--- config.mk ---
export PLATFORM = sky130hd
export DESIGN_NAME = dvs_aer_ts_event_receiver
export DESIGN_NICKNAME = d
export VERILOG_FILES = /design/src/rtl/dvs_ravens_pkg.sv /design/src/rtl/dvs_aer_ts_event_receiver_fifo.sv /design/src/rtl/dvs_aer_ts_event_receiver.sv
export SDC_FILE = /design/constraint.sdc
export NUM_CORES = 1
export LEC_CHECK = 0
export ABC_CLOCK_PERIOD_IN_PS = 7300
export CAP_MARGIN = 25
export CORE_MARGIN = 5
export CORE_UTILIZATION = 60
export DETAILED_ROUTE_END_ITERATION = 8
export GPL_TIMING_DRIVEN = 0
export PLACE_DENSITY_LB_ADDON = 0.05
export SLEW_MARGIN = 20
export SYNTH_ARGS = -nofsm -noshare
export SYNTH_HDL_FRONTEND = slang
export SYNTH_SLANG_ARGS = --single-unit
--- constraint.sdc ---
create_clock -name clk -period 7.3 [get_ports clk]
set_clock_uncertainty 0.1 [all_clocks]
set_input_delay 0.73 -clock clk [delete_from_list [all_inputs] [get_ports clk]]
set_output_delay 0.73 -clock clk [all_outputs]
set_load 0.02 [all_outputs]
--- src/rtl/dvs_ravens_pkg.sv ---
// Shared constants and types for the DVS receive path.
package dvs_ravens_pkg;

  localparam int unsigned CLK_PERIOD_NS  = 10;
  localparam int unsigned DVS_WIDTH_PXLS = 320;

  localparam int unsigned DVS_X_BITS     = 9;
  localparam int unsigned DVS_Y_BITS     = 9;
  localparam int unsigned DVS_TS_BITS    = 16;
  localparam int unsigned DVS_EVENT_BITS = 1 + DVS_X_BITS + DVS_Y_BITS + DVS_TS_BITS;

  typedef struct packed {
    logic                   pol;
    logic [DVS_Y_BITS-1:0]  y;
    logic [DVS_X_BITS-1:0]  x;
    logic [DVS_TS_BITS-1:0] ts;
  } dvs_ts_event_t;

  typedef enum logic [2:0] {
    StIdle,
    StSettle,
    StCapture,
    StAckHi,
    StAckLo
  } rx_state_e;

  // Cycles covering the camera's 50 ns data-valid window after REQ.
  function automatic int unsigned settle_cycles(input int unsigned period_ns);
    return (50 + period_ns - 1) / period_ns;
  endfunction

endpackage

--- src/rtl/dvs_aer_ts_event_receiver_fifo.sv ---
// Show-ahead synchronous event FIFO; pointers carry an extra wrap bit.
module dvs_event_fifo #(
  parameter int unsigned WIDTH = 35,
  parameter int unsigned DEPTH = 8
) (
  input  logic             clk,
  input  logic             rst_n,
  input  logic             push,
  input  logic             pop,
  input  logic [WIDTH-1:0] wdata,
  output logic [WIDTH-1:0] head,
  output logic             full,
  output logic             empty
);

  localparam int unsigned AW = $clog2(DEPTH);

  logic [WIDTH-1:0] mem [DEPTH];
  logic [AW:0]      wptr_q, rptr_q;
  logic             do_push, do_pop;

  assign empty   = (wptr_q == rptr_q);
  assign full    = (wptr_q[AW] != rptr_q[AW]) && (wptr_q[AW-1:0] == rptr_q[AW-1:0]);
  assign do_pop  = pop && !empty;
  // A pop frees the head slot in the same cycle, so a push into a full FIFO is legal then.
  assign do_push = push && (!full || do_pop);
  assign head    = mem[rptr_q[AW-1:0]];

  always_ff @(posedge clk or negedge rst_n) begin
    if (!rst_n) begin
      wptr_q <= '0;
      rptr_q <= '0;
    end else begin
      if (do_push) wptr_q <= wptr_q + (AW+1)'(1);
      if (do_pop)  rptr_q <= rptr_q + (AW+1)'(1);
    end
  end

  always_ff @(posedge clk) begin
    if (do_push) mem[wptr_q[AW-1:0]] <= wdata;
  end

endmodule

--- src/rtl/dvs_aer_ts_event_receiver.sv ---
// DVS AER receiver: 4-phase handshake, Y/X pairing, timestamping and event buffering.
module dvs_aer_ts_event_receiver
  import dvs_ravens_pkg::*;
#(
  parameter int unsigned AER_W         = 10,
  parameter int unsigned X_BITS        = DVS_X_BITS,
  parameter int unsigned Y_BITS        = DVS_Y_BITS,
  parameter int unsigned TS_BITS       = DVS_TS_BITS,
  parameter int unsigned FIFO_DEPTH    = 8,
  parameter int unsigned SETTLE_CYCLES = settle_cycles(CLK_PERIOD_NS),
  localparam int unsigned EVENT_BITS   = 1 + X_BITS + Y_BITS + TS_BITS
) (
  input  logic                  clk,
  input  logic                  rst_n,
  input  logic [AER_W-1:0]      aer,
  input  logic                  xsel,
  input  logic                  req,
  output logic                  ack,
  input  logic                  fifo_grant,
  output logic                  fifo_req,
  output logic [EVENT_BITS-1:0] fifo_bus_event,
  output logic [7:0]            orphan_cnt
);

  localparam int unsigned CNT_W = (SETTLE_CYCLES > 1) ? $clog2(SETTLE_CYCLES + 1) : 1;

  rx_state_e             state_q, state_d;
  logic [CNT_W-1:0]      settle_q, settle_d;
  logic                  req_meta_q, req_s_q;
  logic                  ack_q, ack_d;
  logic                  row_valid_q, row_valid_d;
  logic [Y_BITS-1:0]     y_q, y_d;
  logic [7:0]            orphan_q, orphan_d;
  logic [TS_BITS-1:0]    ts_q;
  logic                  fifo_req_q, fifo_req_d;
  logic                  push, pop, full, empty;
  logic [EVENT_BITS-1:0] head, wdata;

  assign pop   = fifo_req_q && fifo_grant;
  assign wdata = {aer[0], y_q, aer[X_BITS:1], ts_q};

  always_comb begin
    state_d     = state_q;
    settle_d    = settle_q;
    row_valid_d = row_valid_q;
    y_d         = y_q;
    orphan_d    = orphan_q;
    push        = 1'b0;
    unique case (state_q)
      StIdle: begin
        // The cycle that first sees req_s counts as the first settle cycle.
        if (req_s_q) begin
          settle_d = CNT_W'(1);
          state_d  = (SETTLE_CYCLES <= 1) ? StCapture : StSettle;
        end
      end
      StSettle: begin
        if (int'(settle_q) + 1 >= int'(SETTLE_CYCLES)) state_d = StCapture;
        else settle_d = settle_q + CNT_W'(1);
      end
      StCapture: begin
        if (!xsel) begin
          y_d         = aer[Y_BITS-1:0];
          row_valid_d = 1'b1;
          state_d     = StAckHi;
        end else if (!row_valid_q) begin
          if (orphan_q != 8'hff) orphan_d = orphan_q + 8'd1;
          state_d = StAckHi;
        end else if (!full || pop) begin
          push    = 1'b1;
          state_d = StAckHi;
        end
      end
      StAckHi: begin
        if (!req_s_q) state_d = StAckLo;
      end
      StAckLo: state_d = StIdle;
      default: state_d = StIdle;
    endcase
    ack_d      = (state_d == StAckHi);
    // Drop the request for one cycle after every pop so the arbiter releases grant.
    fifo_req_d = pop ? 1'b0 : !empty;
  end

  always_ff @(posedge clk or negedge rst_n) begin
    if (!rst_n) begin
      state_q     <= StIdle;
      settle_q    <= '0;
      req_meta_q  <= 1'b0;
      req_s_q     <= 1'b0;
      ack_q       <= 1'b0;
      row_valid_q <= 1'b0;
      y_q         <= '0;
      orphan_q    <= '0;
      ts_q        <= '0;
      fifo_req_q  <= 1'b0;
    end else begin
      state_q     <= state_d;
      settle_q    <= settle_d;
      req_meta_q  <= req;
      req_s_q     <= req_meta_q;
      ack_q       <= ack_d;
      row_valid_q <= row_valid_d;
      y_q         <= y_d;
      orphan_q    <= orphan_d;
      ts_q        <= ts_q + TS_BITS'(1);
      fifo_req_q  <= fifo_req_d;
    end
  end

  dvs_event_fifo #(
    .WIDTH (EVENT_BITS),
    .DEPTH (FIFO_DEPTH)
  ) u_fifo (
    .clk   (clk),
    .rst_n (rst_n),
    .push  (push),
    .pop   (pop),
    .wdata (wdata),
    .head  (head),
    .full  (full),
    .empty (empty)
  );

  assign ack            = ack_q;
  assign fifo_req       = fifo_req_q;
  assign fifo_bus_event = fifo_req_q ? head : '0;
  assign orphan_cnt     = orphan_q;

endmodule

==> qor.csv, run 1 <==
metric;value;unit
outcome;completed;
antenna_cells;0;
final_cells;1073;
cpPeakStageDelay;0.55;ns
slew_violations;0;
met2_usage;0.406;
fin_ws;3.60;ns
dpl.cell_count;1011;
hold_slack;0.197;ns
synth_top_area_frac;0.643;
vias;6406;
cts-root-buf;clkbuf_16;
synth-edff-count;280;
use_met1;0.302;
numCtsBuffers;34;
worstPathMaxFanout;10;
synth_cell_types;45;
gp_congestion;0.820;
grt_antenna_before_repair;1;
synthFlopType;edfxtp_1;
cts_tree;yes;
cts.sinks;332;
grt_pass1_wl;41.9;mm
power.leakage;0.00550;µW
die_area;24800;µm²
rows;54;
grt_pass1_vias;7004;
overflow;0;
final_area;15500;µm²
fin_crit_sh;0.507;
drt-initial-drc-count;550;
dr.pass1.iters;5;
cts_hold_buf;0;
worst_path_max_delay_cell;clkbuf_1;
ir_drop;0.321;mV
h-tree-depth;2;
synth_nets;661;
async_flop_share;0.157;
power_density;370;nW/µm²
fin_nets;788;
ys_ff_latch;332;
cts_setup_buffers;0;
fmax;0.270;GHz
ioPinCount;60;
synthCells;640;
hold_class;in -> async;
initial_core_util;0.605;
relSlewSlack;0.473;
yosysMostFrequentCell;edfxtp_1;
core_area;21600;µm²
startpoint_type;flip-flop;
min_period;3.70;ns
r2r-start;state_q[0];
insertion_delay;0.51;ns
place_area;14400;µm²
area_delta_synth_final;18.2;%
worstPathRequired;6.47;ns
wirelength;26.8;mm
hold_viol_final;0;
power;5720;µW
grt_start_max_net_pins;53;
drc;0;
clockBufferDepth;3;
criticalPathCategory;reg -> out;
grt.total_usage;0.229;
synth_warnings;0;
hpwlAfterDp;17.2;mm
rsz0062_at_grt;false;
syn_avg_cell_area;20.4;µm²
yosysSeqAreaShare;0.743;
wl_per_cell;25.0;µm
crit_start;u_fifo.rptr_q[1];
tightest_slew;0.788;ns
cp-end-kind;output port;
yosys.area.top_type;edfxtp_1;
postRouteAntennaNets;0;
netlist_area;13100;µm²
io_buffers;59;
setup_violations;0;
die_h;158;µm
synthTopCellsByCount;edfxtp_1 (280), mux4_2 (70), dfrtp_1 (52), nor2b_1 (38), mux2i_1 (36);
grt_busiest_layer;met2;
dp_slack;3.93;ns
drive_gt1_frac;0.251;
synthTopCellsByArea;edfxtp_1 (64%), mux4_2 (12%), dfrtp_1 (10%), mux2i_1 (2.8%), nor2b_1 (1.8%);
die_w;158;µm
clk_pin_slew;0.06;ns
cts_resized;0;
cp_cell_sequence;buf_2 > clkbuf_1 > mux4_2 > mux2i_1 > nor2b_1 > clkdlybuf4s50_1;
gr-usage-met3;0.0377;
drv_cap;0;
avgViaCountPerCell;5.97;
worst_ep_arrival_time;2.87;ns
-- worst max-delay path: cells and delay by family, from the launching register on --
| family | cells | cell delay [ns] |
|---|---|---|
| buffers and inverters | 3 | 1.35 |
| and+or+nand+nor | 1 | 0.07 |
| DFF | 1 | 0.34 |
| muxes | 2 | 0.61 |
-- area by class of cell --
| cell class | instances | area, µm² |
|---|---|---|
| Fill cell | 1311 | 6170 |
| Buffer | 28 | 151 |
| Multi-Input combinational cell | 276 | 3240 |
| Clock inverter | 8 | 61.3 |
| Timing Repair Buffer | 91 | 903 |
| Clock buffer | 54 | 1020 |
| Tap cell | 280 | 350 |
| Sequential cell | 332 | 9710 |
| Inverter | 4 | 15.0 |
-- per-layer routing --
layer / vias up / wire [µm]
met1: 3321 / 10600
met3: 52 / 1370
met5: - / 13
met4: 2 / 484
met2: 207 / 14400
li1: 2824 / -
-- where the power goes --
part           total (µW)  switching [µW]  leakage (µW)  internal, µW
clock                1670             670      0.000528           996
sequential           2310             110       0.00328          2200
combinational        1740             900       0.00170           840
-- cell families (layout without fill, tap and decap cells) --
kind of cell,after synthesis,count (layout),share of synthesized area
simple gates,105,105,0.0489
compound gates,15,15,0.00986
buf+inv,32,185,0.0127
xor+xnor,32,32,0.0214
mux,118,118,0.159
flops,332,332,0.743
fa+ha+maj,6,6,0.00574
-- per-stage QoR --
stage                     setup TNS (ns)  utilization
after floorplan                        0            -
after global placement            -81.25        0.648
after detailed placement               0        0.665
after CTS                              0        0.715
after global routing                   0        0.715
final                                  0        0.715
-- state kept, by name, summed over array words and instances, names as in the netlist --
register	flops
u_fifo.mem	280
orphan_cnt	8
ack	1
settle_q	3
row_valid_q	1
u_fifo.rptr_q	4
u_fifo.wptr_q	4
fifo_req	1
req_s_q	1
req_meta_q	1
y_q	9
state_q	3
ts_q	16
-- cell usage in the layout (no fill, tap or decap), drive strengths merged, types with 6 or more instances in the layout --
cell,n
mux2,12
clkinv,7
xor2,10
nor3,6
nand2,16
clkdlybuf4s50,58
and3,7
edfxtp,280
buf,55
nand3,7
dfrtp,52
ha,6
xnor2,22
nand4,11
mux4,70
nor2b,38
nor2,8
mux2i,36
clkbuf,60
-- path summary, 6_finish.rpt --
path / end / slack, ns / cells past startpoint
hold reg to reg: req_s_q / 0.24 / 0
max in group asynchronous: ts_q[10] / 6.38 / 1
setup reg to reg: u_fifo.mem[5][8] / 4.57 / 5
setup / recovery: fifo_bus_event[33] / 3.60 / 6
min in group clk: req_s_q / 0.24 / 0
hold / removal: orphan_cnt[1] / 0.20 / 1
Note: power is estimated with default switching activity, not from simulation.
==> inputs of run 2 (changes only) <==
--- a/config.mk
+++ b/config.mk
@@ -5,7 +5,7 @@
 export SDC_FILE = /design/constraint.sdc
 export NUM_CORES = 1
 export LEC_CHECK = 0
-export ABC_CLOCK_PERIOD_IN_PS = 7300
+export ABC_CLOCK_PERIOD_IN_PS = 3610
 export CAP_MARGIN = 25
 export CORE_MARGIN = 5
 export CORE_UTILIZATION = 60
==> constraint.sdc (replaced) <==
create_clock -name clk -period 3.61 [get_ports clk]
set_clock_uncertainty 0.1 [all_clocks]
set_input_delay 0.361 -clock clk [delete_from_list [all_inputs] [get_ports clk]]
set_output_delay 0.361 -clock clk [all_outputs]
set_load 0.02 [all_outputs]
==> qor.csv, run 2 (synthesis results as in run 1) <==
metric;value;unit;change
outcome;completed;;
dr.pass1.iters;5;;unchanged
multi_input_area;3260;µm²;+0.46%
die_area;24800;µm²;unchanged
grt_pass1_vias;6840;;-2.3%
overflow;0;;unchanged
clk_pin_slew;0.06;ns;about the same
power.leakage;0.00547;µW;-0.51%
largest_reg_flops;280;;unchanged
antenna_cells;0;;unchanged
insertion_delay;0.50;ns;about the same
most-common-layout-cells;edfxtp_1 (280), mux4_2 (70), clkdlybuf4s50_1 (58);;
worst_ep_arrival_time;2.82;ns;-0.05 ns
grt_pass1_wl;40.4;mm;-3.6%
worstHoldEndpoint;req_meta_q;;
grt_antenna_before_repair;0;;-1
hold_class;in -> reg;;
postRouteAntennaNets;0;;unchanged
dp_slack;0.458;ns;-3.47 ns
min_from;req;;
drt-initial-drc-count;455;;-17%
drv_cap;0;;unchanged
numCtsBuffers;34;;unchanged
initial_core_util;0.605;;unchanged
rr_worst_depth;6;;+1
cts_setup_buffers;0;;unchanged
grt_busiest_layer;met2;;
wl_per_cell;24.2;µm;-3.2%
crit_start;u_fifo.rptr_q[1];;
wirelength;25.8;mm;-3.8%
min_period;3.28;ns;
fin_crit_sh;0.909;;
avgViaCountPerCell;5.93;;-0.65%
cts_tree;yes;;
power_density;745;nW/µm²;+100%
worstPathRequired;3.15;ns;-3.32 ns
die_w;158;µm;unchanged
fill_cells;1358;;+3.6%
hold_slack;0.201;ns;+0.00359 ns
seq_area;9710;µm²;unchanged
holdPathStages;1;;
cts.sinks;332;;unchanged
startpoint_type;flip-flop;;
worstPathMaxFanout;10;;unchanged
drive_gt1_frac;0.247;;-0.00413
grt.total_usage;0.219;;-0.00949
rows;54;;unchanged
fin_ws;0.330;ns;-3.27 ns
hold_viol_final;0;;unchanged
r2r_slack;0.75;ns;-3.82 ns
hpwlAfterDp;16.5;mm;-4.5%
area_delta_synth_final;18.2;%;about the same
cts-root-buf;clkbuf_16;;
criticalPathCategory;reg -> out;;
ioPinCount;60;;unchanged
fin_nets;782;;-0.76%
setup_violations;0;;unchanged
utilization;0.715;;about the same
final_common_cell;edfxtp_1;;
drc;0;;unchanged
die_h;158;µm;unchanged
io_buffers;59;;unchanged
fin_tns_setup;0;ns;unchanged
r2r_end;u_fifo.mem[1][17];;
vias;6323;;-1.3%
use_met1;0.303;;+0.00134
grt_start_max_net_pins;53;;unchanged
tightest_slew;0.822;ns;+0.0336 ns
gp_congestion;0.765;;-6.7%
gr-usage-met3;0.0331;;-0.00465
ir_drop;0.452;mV;+41%
cp-end-kind;output port;;
h-tree-depth;2;;unchanged
r2r-start;fifo_req;;
relSlewSlack;0.449;;-0.0241
clockBufferDepth;3;;unchanged
met2_usage;0.376;;-0.0298
fmax;0.305;GHz;
rsz0062_at_grt;false;;
slew_violations;0;;unchanged
core_area;21600;µm²;unchanged
run 2: changes by cell type in the layout (fill, tap and decap cells not counted), sizes merged:
cell         delta
buf             -7
clkbuf          -5
clkinv          +4
dlygate4sd3     +1
run 2: through the flow:
step,total power (µW),cells,instance area (µm²)
after floorplan,7030,640,13100
after global placement,8170,979,14000
after detailed placement,8310,1004,14400
after CTS,11600,1066,15400
after global routing,12000,1066,15400
final,11500,1066,15400
run 2: worst max-delay path by stage:
stage	end
floorplan	u_fifo.mem[1][0]
global placement	u_fifo.mem[2][17]
detailed placement	u_fifo.mem[1][17]
CTS	fifo_bus_event[31]
global route	fifo_bus_event[26]
finish	fifo_bus_event[31]
run 2: final cells by class:
type	count	area share
tap	280	0.0227
sequential	332	0.628
inverter	4	0.000972
multi-input combinational	276	0.211
clock buffer	49	0.0641
clock inverter	12	0.00510
timing repair buffer	85	0.0581
buffer	28	0.00980
run 2: repair_timing:
item	CTS	global route
resized for setup	0	0
hold buffers	1	0
hold endpoints to repair	52	0
run 2: where the power goes:
group | internal (µW) | switching [µW] | leakage, µW
Sequential | 4450 | 233 | 0.00328
Combinational | 1700 | 1800 | 0.00167
Clock | 1980 | 1350 | 0.000528
run 2: routing by layer:
metal	wire [µm]	share of wire
met3	1330	0.052
met1	10400	0.40
met4	429	0.017
met5	0	0
met2	13600	0.53
run 2: worst max-delay path, cell delays in order (launching register included):
cell and delay, ns:
dfrtp_1 0.34, buf_2 0.27, clkbuf_1 0.54, mux4_2 0.41, mux2i_1 0.16, nor2b_1 0.06
clkdlybuf4s50_1 0.54
==> inputs of run 3 (changes only) <==
--- a/config.mk
+++ b/config.mk
@@ -6,7 +6,6 @@
 export NUM_CORES = 1
 export LEC_CHECK = 0
 export ABC_CLOCK_PERIOD_IN_PS = 3610
-export CAP_MARGIN = 25
 export CORE_MARGIN = 5
 export CORE_UTILIZATION = 60
 export DETAILED_ROUTE_END_ITERATION = 8
==> qor.csv, run 3 (synthesis results as in run 1) <==
metric;value;unit;change
die_h;158;µm;unchanged
clk_pin_slew;0.06;ns;about the same
cts_tree;yes;;
grt_pass1_wl;40.2;mm;-0.44%
fin_crit_sh;0.906;;-0.00257
cp-end-kind;output port;;
ir_drop;0.588;mV;+30%
postRouteAntennaNets;0;;unchanged
core_area;21600;µm²;unchanged
fin_nets;782;;unchanged
grt_pass1_vias;6824;;-0.23%
relSlewSlack;0.395;;-0.0537
drc;0;;unchanged
outcome;completed;;
worst_ep_arrival_time;2.81;ns;about the same
routedLengthMet1;10.4;mm;+0.11%
tightest_slew;0.902;ns;+0.0801 ns
cts_resized;0;;unchanged
worstPathRequired;3.15;ns;about the same
hold_class;in -> reg;;
hold_viol_final;0;;unchanged
grt_start_max_net_pins;53;;unchanged
clockBufferDepth;3;;unchanged
antenna_cells;0;;unchanged
cts-root-buf;clkbuf_16;;
setup_violations;0;;unchanged
final_common_cell;edfxtp_1;;
rsz0062_at_grt;false;;
insertion_delay;0.51;ns;about the same
dpl.cell_count;1004;;unchanged
vias;6377;;+0.85%
ioPinCount;60;;unchanged
cpPeakStageDelay;0.54;ns;about the same
drive_gt1_frac;0.252;;+0.00509
avgViaCountPerCell;5.98;;+0.85%
drv_cap;0;;unchanged
drt-initial-drc-count;447;;-1.8%
min_period;3.27;ns;-0.00928 ns
die_area;24800;µm²;unchanged
initial_core_util;0.605;;unchanged
fmax;0.306;GHz;+0.28%
wl_per_cell;24.1;µm;-0.49%
wirelength;25.7;mm;-0.49%
rows;54;;unchanged
gp_congestion;0.765;;unchanged
die_w;158;µm;unchanged
grt_antenna_before_repair;0;;unchanged
grt.total_usage;0.218;;-0.00123
area_delta_synth_final;18.3;%;
hold_slack;0.205;ns;+0.00476 ns
numCtsBuffers;34;;unchanged
io_buffers;59;;unchanged
overflow;0;;unchanged
cp_cell_sequence;buf_2 > clkbuf_1 > mux4_2 > mux2i_1 > nor2b_1 > clkdlybuf4s50_1;;
startpoint_type;flip-flop;;
cts.sinks;332;;unchanged
worst_path_max_delay_cell;clkdlybuf4s50_1;;
h-tree-depth;2;;unchanged
wl_met2;13.3;mm;-2.1%
maxUsedRoutingLayer;met4;;
most-common-layout-cells;edfxtp_1 (280), mux4_2 (70), clkdlybuf4s50_1 (58);;
final_cells;1066;;unchanged
criticalPathCategory;reg -> out;;
worstPathMaxFanout;10;;unchanged
power.leakage;0.00549;µW;+0.27%
power_density;750;nW/µm²;+0.62%
wl_met3;1.50;mm;+13%
largest_reg_flops;280;;unchanged
slew_violations;0;;unchanged
hpwlAfterDp;16.4;mm;-0.18%
dr.pass1.iters;5;;unchanged
[run 3: cell count changes in the layout (fill, tap and decap cells not counted), sizes merged]
cell,before,now
clkbuf,55,51
bufinv,1,3
clkinv,11,12
inv,4,5
[run 3: worst paths after layout]
kind | startpoint | to | slack [ns] | cells after the start
max | u_fifo.rptr_q[1] | fifo_bus_event[31] | 0.34 | 6
min | req | req_meta_q | 0.21 | 1
max reg2reg | fifo_req | u_fifo.mem[1][14] | 0.71 | 6
min reg2reg | req_meta_q | req_s_q | 0.26 | 0
max in group asynchronous | rst_n | u_fifo.wptr_q[1] | 2.59 | 2
min in group asynchronous | rst_n | y_q[8] | 0.35 | 2
[run 3: final cells by class]
type	count	area (µm²)
Sequential cell	332	9710
Inverter	4	15.0
Clock inverter	16	159
Buffer	28	151
Timing Repair Buffer	85	897
Tap cell	280	350
Clock buffer	45	933
Multi-Input combinational cell	276	3260
Fill cell	1349	6150
[run 3: where the power goes]
part	switching, µW	internal (µW)
Sequential	233	4450
Clock	1390	2040
Combinational	1790	1700
[run 3: repair_timing]
| action | 4_1_cts | 5_1_grt |
|---|---|---|
| hold buffers | 1 | 0 |
| buffers inserted | 0 | 0 |
| endpoints found under the hold margin | 52 | 0 |
[run 3: per-stage QoR]
| step | instance area [µm²] | util | setup TNS (ns) | worst slack [ns] | total power [µW] |
|---|---|---|---|---|---|
| finish | 15500 | 0.716 | 0 | 0.339 | 11600 |
| global route | 15500 | 0.716 | 0 | 0.223 | 12100 |
| CTS | 15500 | 0.716 | 0 | 0.284 | 11700 |
| detailed placement | 14400 | 0.665 | 0 | 0.469 | 8300 |
| global placement | 14000 | 0.649 | -556.03 | -3.28 | 8170 |
| floorplan | 13100 | - | -53.49 | -0.524 | 7030 |
[run 3: critical path: cells and delay by family, from the launching register on]
kind / cells / cell delay [ns]
buffers and inverters: 3 / 1.33
multiplexers: 2 / 0.56
flip-flops: 1 / 0.34
AND/OR/NAND/NOR: 1 / 0.06
[run 3: layer usage]
layer	GRT usage	up-vias
met3	0.0375	37
li1	-	2809
met5	0	-
met4	0.0488	0
met2	0.373	187
met1	0.301	3344
